$ cat src/rtl/inst_mem_loader.sv
// Assembles a received byte stream (MSB first) into instruction words and writes
// them to consecutive word addresses until a halt word is loaded or memory is full.
module inst_mem_loader #(
    parameter int                 INST_SZ   = 32,
    parameter int                 BYTE_SZ   = 8,
    parameter int                 ADDR_SZ   = 32,
    parameter int                 MEM_DEPTH = 64,
    parameter logic [INST_SZ-1:0] HALT_INST = 32'hFFFF_FFFF
) (
    input  logic                         i_clk,
    input  logic                         i_reset,
    input  logic                         i_load_en,
    input  logic                         i_clear,
    input  logic                         i_rx_valid,
    input  logic [BYTE_SZ-1:0]           i_rx_data,
    output logic                         o_write,
    output logic [ADDR_SZ-1:0]           o_addr,
    output logic [INST_SZ-1:0]           o_instruction,
    output logic [$clog2(MEM_DEPTH):0]   o_inst_count,
    output logic                         o_busy,
    output logic                         o_done,
    output logic                         o_error
);

    localparam int                CNT_SZ    = $clog2(MEM_DEPTH) + 1;
    localparam logic [CNT_SZ-1:0] DEPTH_CNT = CNT_SZ'(MEM_DEPTH);

    typedef enum logic [2:0] {
        IDLE  = 3'd0,
        RECV  = 3'd1,
        WRITE = 3'd2,
        DONE  = 3'd3,
        ERROR = 3'd4
    } state_t;

    state_t              state_reg, state_next;
    logic [ADDR_SZ-1:0]  addr_reg, addr_next;
    logic [INST_SZ-1:0]  word_reg, word_next;
    logic [1:0]          byte_cnt_reg, byte_cnt_next;
    logic [CNT_SZ-1:0]   count_reg, count_next;
    // Separate output copies so o_addr/o_instruction hold the last written word
    // while the next word is being shifted in.
    logic [ADDR_SZ-1:0]  out_addr_reg, out_addr_next;
    logic [INST_SZ-1:0]  out_inst_reg, out_inst_next;

    always_ff @(posedge i_clk or posedge i_reset) begin
        if (i_reset) begin
            state_reg    <= IDLE;
            addr_reg     <= '0;
            word_reg     <= '0;
            byte_cnt_reg <= '0;
            count_reg    <= '0;
            out_addr_reg <= '0;
            out_inst_reg <= '0;
        end else begin
            state_reg    <= state_next;
            addr_reg     <= addr_next;
            word_reg     <= word_next;
            byte_cnt_reg <= byte_cnt_next;
            count_reg    <= count_next;
            out_addr_reg <= out_addr_next;
            out_inst_reg <= out_inst_next;
        end
    end

    always_comb begin
        state_next    = state_reg;
        addr_next     = addr_reg;
        word_next     = word_reg;
        byte_cnt_next = byte_cnt_reg;
        count_next    = count_reg;
        out_addr_next = out_addr_reg;
        out_inst_next = out_inst_reg;

        case (state_reg)
            IDLE: begin
                if (i_load_en) begin
                    state_next    = RECV;
                    addr_next     = '0;
                    word_next     = '0;
                    byte_cnt_next = '0;
                    count_next    = '0;
                end
            end
            RECV: begin
                if (i_rx_valid) begin
                    word_next = {word_reg[INST_SZ-BYTE_SZ-1:0], i_rx_data};
                    if (byte_cnt_reg == 2'd3) begin
                        byte_cnt_next = '0;
                        state_next    = WRITE;
                        out_addr_next = addr_reg;
                        out_inst_next = {word_reg[INST_SZ-BYTE_SZ-1:0], i_rx_data};
                    end else begin
                        byte_cnt_next = byte_cnt_reg + 2'd1;
                    end
                end
            end
            WRITE: begin
                count_next = count_reg + CNT_SZ'(1);
                if (word_reg == HALT_INST) begin
                    state_next = DONE;
                end else if (count_next == DEPTH_CNT) begin
                    state_next = ERROR;
                end else begin
                    state_next = RECV;
                    addr_next  = addr_reg + ADDR_SZ'(4);
                    // A byte landing during the write cycle starts the next word.
                    if (i_rx_valid) begin
                        word_next     = {{(INST_SZ-BYTE_SZ){1'b0}}, i_rx_data};
                        byte_cnt_next = 2'd1;
                    end
                end
            end
            DONE, ERROR: begin
                if (i_clear) begin
                    state_next = IDLE;
                end
            end
            default: begin
                state_next = IDLE;
            end
        endcase
    end

    assign o_write       = (state_reg == WRITE);
    assign o_addr        = out_addr_reg;
    assign o_instruction = out_inst_reg;
    assign o_inst_count  = count_reg;
    assign o_busy        = (state_reg == RECV) || (state_reg == WRITE);
    assign o_done        = (state_reg == DONE);
    assign o_error       = (state_reg == ERROR);

endmodule

$ cat config.mk
export PLATFORM = sky130hd
export DESIGN_NAME = inst_mem_loader
export DESIGN_NICKNAME = d
export VERILOG_FILES = /design/src/rtl/inst_mem_loader.sv
export SDC_FILE = /design/constraint.sdc
export NUM_CORES = 1
export LEC_CHECK = 0
export BUFFER_PORTS_ARGS = -buffer_cell sky130_fd_sc_hd__buf_2
export CELL_PAD_IN_SITES_DETAIL_PLACEMENT = 1
export CELL_PAD_IN_SITES_GLOBAL_PLACEMENT = 1
export CORE_MARGIN = 2
export CORE_UTILIZATION = 46
export DETAILED_ROUTE_END_ITERATION = 6
export PLACE_DENSITY_LB_ADDON = 0.1
export SLEW_MARGIN = 15
export SYNTH_ARGS = -nofsm -noshare
export SYNTH_HDL_FRONTEND = slang
export SYNTH_SLANG_ARGS = --single-unit
$ cat constraint.sdc
create_clock -name i_clk -period 5.1 [get_ports i_clk]
set_input_delay 0.255 -clock i_clk [delete_from_list [all_inputs] [get_ports i_clk]]
set_output_delay 0.255 -clock i_clk [all_outputs]
set_load 0.01 [all_outputs]
# Word-level counts from Yosys, hierarchy flattened
# Cells that the tools add are included.
# totals
regBits,140
input_bits,13
output_inout_bits,75
elab_cells,59
# op_classes
n_addsub,3
n_eq_ne,14
n_mux,25
reduce_logical,10
# op_table
op,n
32-bit two-way mux,7
32-bit one-hot mux with 3 select lines,1
32-bit one-hot mux with 2 select lines,1
"32-bit by 3-bit adder with 32-bit output, second input constant",1
"32-bit equality test, second input constant",1
3-bit two-way mux,6
"2-bit != test, second input constant",7
7-bit one-hot mux with 2 select lines,1
2-bit two-way mux,6
3-bit one-hot mux with 4 select lines,1
4-bit AND reduction,2
"7-bit by 1-bit adder with 7-bit output, second input constant",1
"7-bit equality test, second input constant",1
7-bit two-way mux,1
"3-bit by 2-bit equality test with 1-bit output, second input constant",2
2-bit one-hot mux with 3 select lines,1
6-bit AND reduction,1
"3-bit by 1-bit equality test with 1-bit output, second input constant",1
"3-bit equality test, second input constant",1
3-bit zero test,1
3-bit AND reduction,1
3-bit nonzero test,1
"2-bit by 1-bit adder with 2-bit output, second input constant",1
"2-bit equality test, second input constant",1
4 further kinds,4

# Depth between registers and ports, before layout
# depth
word_depth,5
depth_mapped,8
depth_no_buf,7

# Least setup slack after synthesis
# OpenSTA, ideal clock, no wires.
# synth_path
path_kind,reg2reg
startpoint,register count_reg[0] (netlist: o_inst_count[0])
endpoint,register addr_reg[28]
required_time_ns,4.976
setup_time_ns,0.124
path_buffers,1
setup_slack_ns,2.818
stages_incl_launch_ff,9
t_arrival_ns,2.158
synth_period_minus_slack_ns,2.282
cell_sequence,dfrtp_1 > ha_1 > nand4_2 > o21a_1 > o2111ai_4 > a21oi_2 > or2_1 > buf_2 > a211o_1
# synth_between
elab_chain_cells,4
# synth_lines
item,line_no,source
from (decl),40,"logic [CNT_SZ-1:0] count_reg, count_next;"
from (signal assigned),60,count_reg <= count_next;
7-bit by 1-bit adder with 7-bit output,99,count_next = count_reg + CNT_SZ'(1);
7-bit equality test,102,end else if (count_next == DEPTH_CNT) begin
2-bit != test (no source line),-,
4-bit AND reduction (no source line),-,
to (signal assigned),57,addr_reg <= addr_next;
to (decl),37,"logic [ADDR_SZ-1:0] addr_reg, addr_next;"
# No other way between the ends.
# A chain may end at the register's enable or synchronous reset.

# Worst setup path after layout
# layout_path
startpoint,register state_reg[0]
endpoint,register addr_reg[26]
# layout_between
elab_chain_cells,3
word_cells_on_any_way,8
cone_classes,eq/ne (4); mux (1); reduce/logical (3)
# layout_lines
item,line_no,source
from (decl),36,"state_t state_reg, state_next;"
from (signal assigned),56,state_reg <= state_next;
3-bit by 2-bit equality test with 1-bit output / 3-bit zero test (equally long branches),75,case (state_reg)
2-bit != test (no source line) / 2-bit nonzero test (equally long branches),-,
4-bit AND reduction (no source line),-,
# Parallel ways exist; a longest one is shown, timed or not.

==> flow_metrics.tcl <==
set metrics [dict create \
    start_util_pct 46.63 \
    die_area_um2 14200 \
    p_clk_share_pct 35.8 \
    slew_viol_final 0 \
    hp-class "in -> reg" \
    internal_power_mw 2.595 \
    cts_tree "done" \
    required_ns 5.45 \
    cap_violations 0 \
    timing.setup.tns_ns 0 \
    tightest_slew_ns 0.8913 \
    critical_path.most_common_cell "nand2_1" \
    antenna_found_initial 0 \
    finalSetupViolCount 0 \
    io_buffers 85 \
    slew_headroom_pct 40.58 \
    min_period_ns 3.148 \
    num_io_pins 88 \
    grt_pass1_vias 4898 \
    rsz0062_at_grt "false" \
    critPathSlowestCell "a21oi_1" \
    routed_via_density 5.757 \
    clk_latency_ns 0.42 \
    fin_hold_ws_ns 0.08620 \
    status "completed" \
    clock_tree.htree_level_count 4 \
    seq_power_share_pct 42.5 \
    netlist_top_cells_area "dfrtp_1, mux2_2, a22o_1" \
    p_total_mw 3.677 \
    cts_setup_buffers 0 \
    fin_worst_skew_ns 0.006663 \
    coreArea_um2 13090 \
    cts-root-buf "clkbuf_16" \
    gp_congestion 0.8019 \
    drtAntennaViolNets 0 \
    ys.flop_type "dfrtp_1" \
    synth_top_area_cell "dfrtp_1" \
    synth_edf_count 0 \
    ys_ff_latch 136 \
    switching_share_pct 29.43 \
    wl_per_cell_um 18.55 \
    syn_area_um2 6102 \
    ir_drop_mv 0.2964 \
    final_cells 793 \
    ys_top_cells_by_count "dfrtp_1, mux2_2, nand2_1" \
    vias 4565 \
    area_growth_pct 19.79 \
    arrival_ns 3.50 \
    netlist_instances 524 \
    die_y_um 119.2 \
    p_leak_nw 3.609 \
    cp-end-kind "register" \
    start_kind "register" \
    placedCellCount 762 \
    diodes 0 \
    crit_path_max_fanout 30 \
    std_cell_rows 42 \
    crit_family "compound AO/OA/AOI/OAI gates" \
    dieWidth_um 119.2 \
    slowest_delay_ns 0.73 \
    hold_viol_final 0 \
    dr.pass1.iters 4 \
    post_dp_cell_area_um2 6663 \
    grt_first_pass_wirelength_um 24890 \
    critPathKind "reg -> reg" \
    cp_cell_sequence "nor2_1 > nand2_1 > buf_4 > a21oi_1 > nand2_1 > o41ai_2 > o31a_1" \
    ys_types 61 \
    drcViolationCount 0 \
    fmax_ghz 0.3177 \
    routed_wl_um 14710 \
    yosys_warnings 0 \
    fillers 1408 \
    postSynth.asyncResetShare_pct 100.0 \
    synthMostInstantiatedCell "dfrtp_1" \
    power.net_switching_mw 1.082 \
    grt_use_total_pct 22.20 \
    power.density_nw_per_um2 503.0 \
    avgSynthCellArea_um2 11.65 \
    clock_path_buffers 2 \
    clk_pin_slew_worst_paths_ns 0.06 \
    drtIter0Drc 205 \
    grt_overflow 0 \
    nets 623 \
    worst-path-buf-inv 1 \
    cts_buffers 17 \
    grt_max_degree 72 \
    yosysTopAreaCellShare_pct 55.77 \
    yosysSeqAreaShare_pct 55.77 \
    pwr-share-comb_pct 21.8 \
    final_area_um2 7310 \
    dp_hpwl_um 9760 \
    drive_above_1_share_pct 32.09 \
    clock_sinks 136 \
    reg2reg_slack_ns 1.95 \
    fin_crit_sh_pct 61.72 \
]
-- final cells by class --
cell class              count  area, µm²  share of cell area [%]
clock buffers              22      494.2                   6.761
multi-input cells         343       2504                   34.25
inverters                  16      65.06                  0.8901
well taps                 176      220.2                   3.013
clock inverters             8      142.6                   1.951
flip-flops and latches    136       3403                   46.56
repair buffers             92      480.5                   6.573
-- per-stage QoR --
step                util, %  setup slack (ns)
finish                55.86             1.952
floorplan                 -             1.206
global placement      50.92             2.058
global route          55.86             1.649
CTS                   55.86             1.918
detailed placement    50.92             1.919
-- cells in the final DEF, fill, tap and decap left out, types with 6 or more instances in the layout --
cell         n
mux2i_1     10
a31oi_1      6
clkbuf_16   17
nand4_1     16
a21oi_1      7
nor2_1      24
mux2_2      62
nor3_1       8
buf_2       85
nand2_1     38
inv_1       15
o31ai_1     24
dfrtp_1    136
nand3_1     32
o21ai_0     21
a22o_1      27
buf_4        6
a21o_1       7
-- worst paths after layout --
| check | from | endpoint | depth (start not counted) |
|---|---|---|---|
| setup reg to reg | state_reg[0]$_DFFE_PP0P_ | addr_reg[26]$_DFFE_PP0P_ | 7 |
| setup / recovery | state_reg[0]$_DFFE_PP0P_ | addr_reg[26]$_DFFE_PP0P_ | 7 |
| max in group asynchronous | i_reset | o_instruction[22]$_DFFE_PP0P_ | 4 |
| hold / removal | i_rx_data[4] | word_reg[4]$_DFFE_PP0P_ | 3 |
| hold reg to reg | o_addr[13]$_DFFE_PP0P_ | o_addr[13]$_DFFE_PP0P_ | 1 |
| min in group asynchronous | i_reset | o_addr[10]$_DFFE_PP0P_ | 3 |
-- worst register-to-register path, stage by stage (launching register included) --
cell     delay [ns]
dfrtp_1        0.47
nor2_1         0.17
nand2_1        0.07
buf_4          0.26
a21oi_1        0.73
nand2_1        0.70
o41ai_2        0.51
o31a_1         0.18
-- kinds of logic after synthesis --
| family | Yosys count | share of synthesized area, % |
|---|---|---|
| AOI/OAI and AO/OA | 116 | 14.35 |
| muxes | 72 | 13.08 |
| buffers and inverters | 46 | 3.465 |
| xor gates and xnor gates | 1 | 0.1436 |
| other | 1 | 0.06145 |
| DFF | 136 | 55.77 |
| and+or+nand+nor | 148 | 12.30 |
| adders and majority gates | 4 | 0.8202 |
-- power by group through the flow --
| stage | logic [mW] | clock network [mW] | registers [mW] |
|---|---|---|---|
| final | 0.800 | 1.31 | 1.56 |
| after global routing | 0.883 | 1.38 | 1.60 |
| after CTS | 0.818 | 1.34 | 1.57 |
| after detailed placement | 0.810 | 0 | 1.58 |
| after global placement | 0.788 | 0 | 1.57 |
| after floorplan | 0.485 | 0 | 1.57 |
-- layer usage --
layer	GRT usage [%]	part of all wire, %	up-vias
li1	-	-	2095
met1	27.07	44	2374
met2	39.08	51	80
met3	4.885	3.4	16
met4	7.217	1.3	0
met5	0	0	-
-- repair_timing --
action / CTS / global route
hold buffers: 1 / 0
endpoints found under the hold margin: 70 / 0
resized for setup: 0 / 0
No activity file was read; power rests on OpenSTA's default activity.
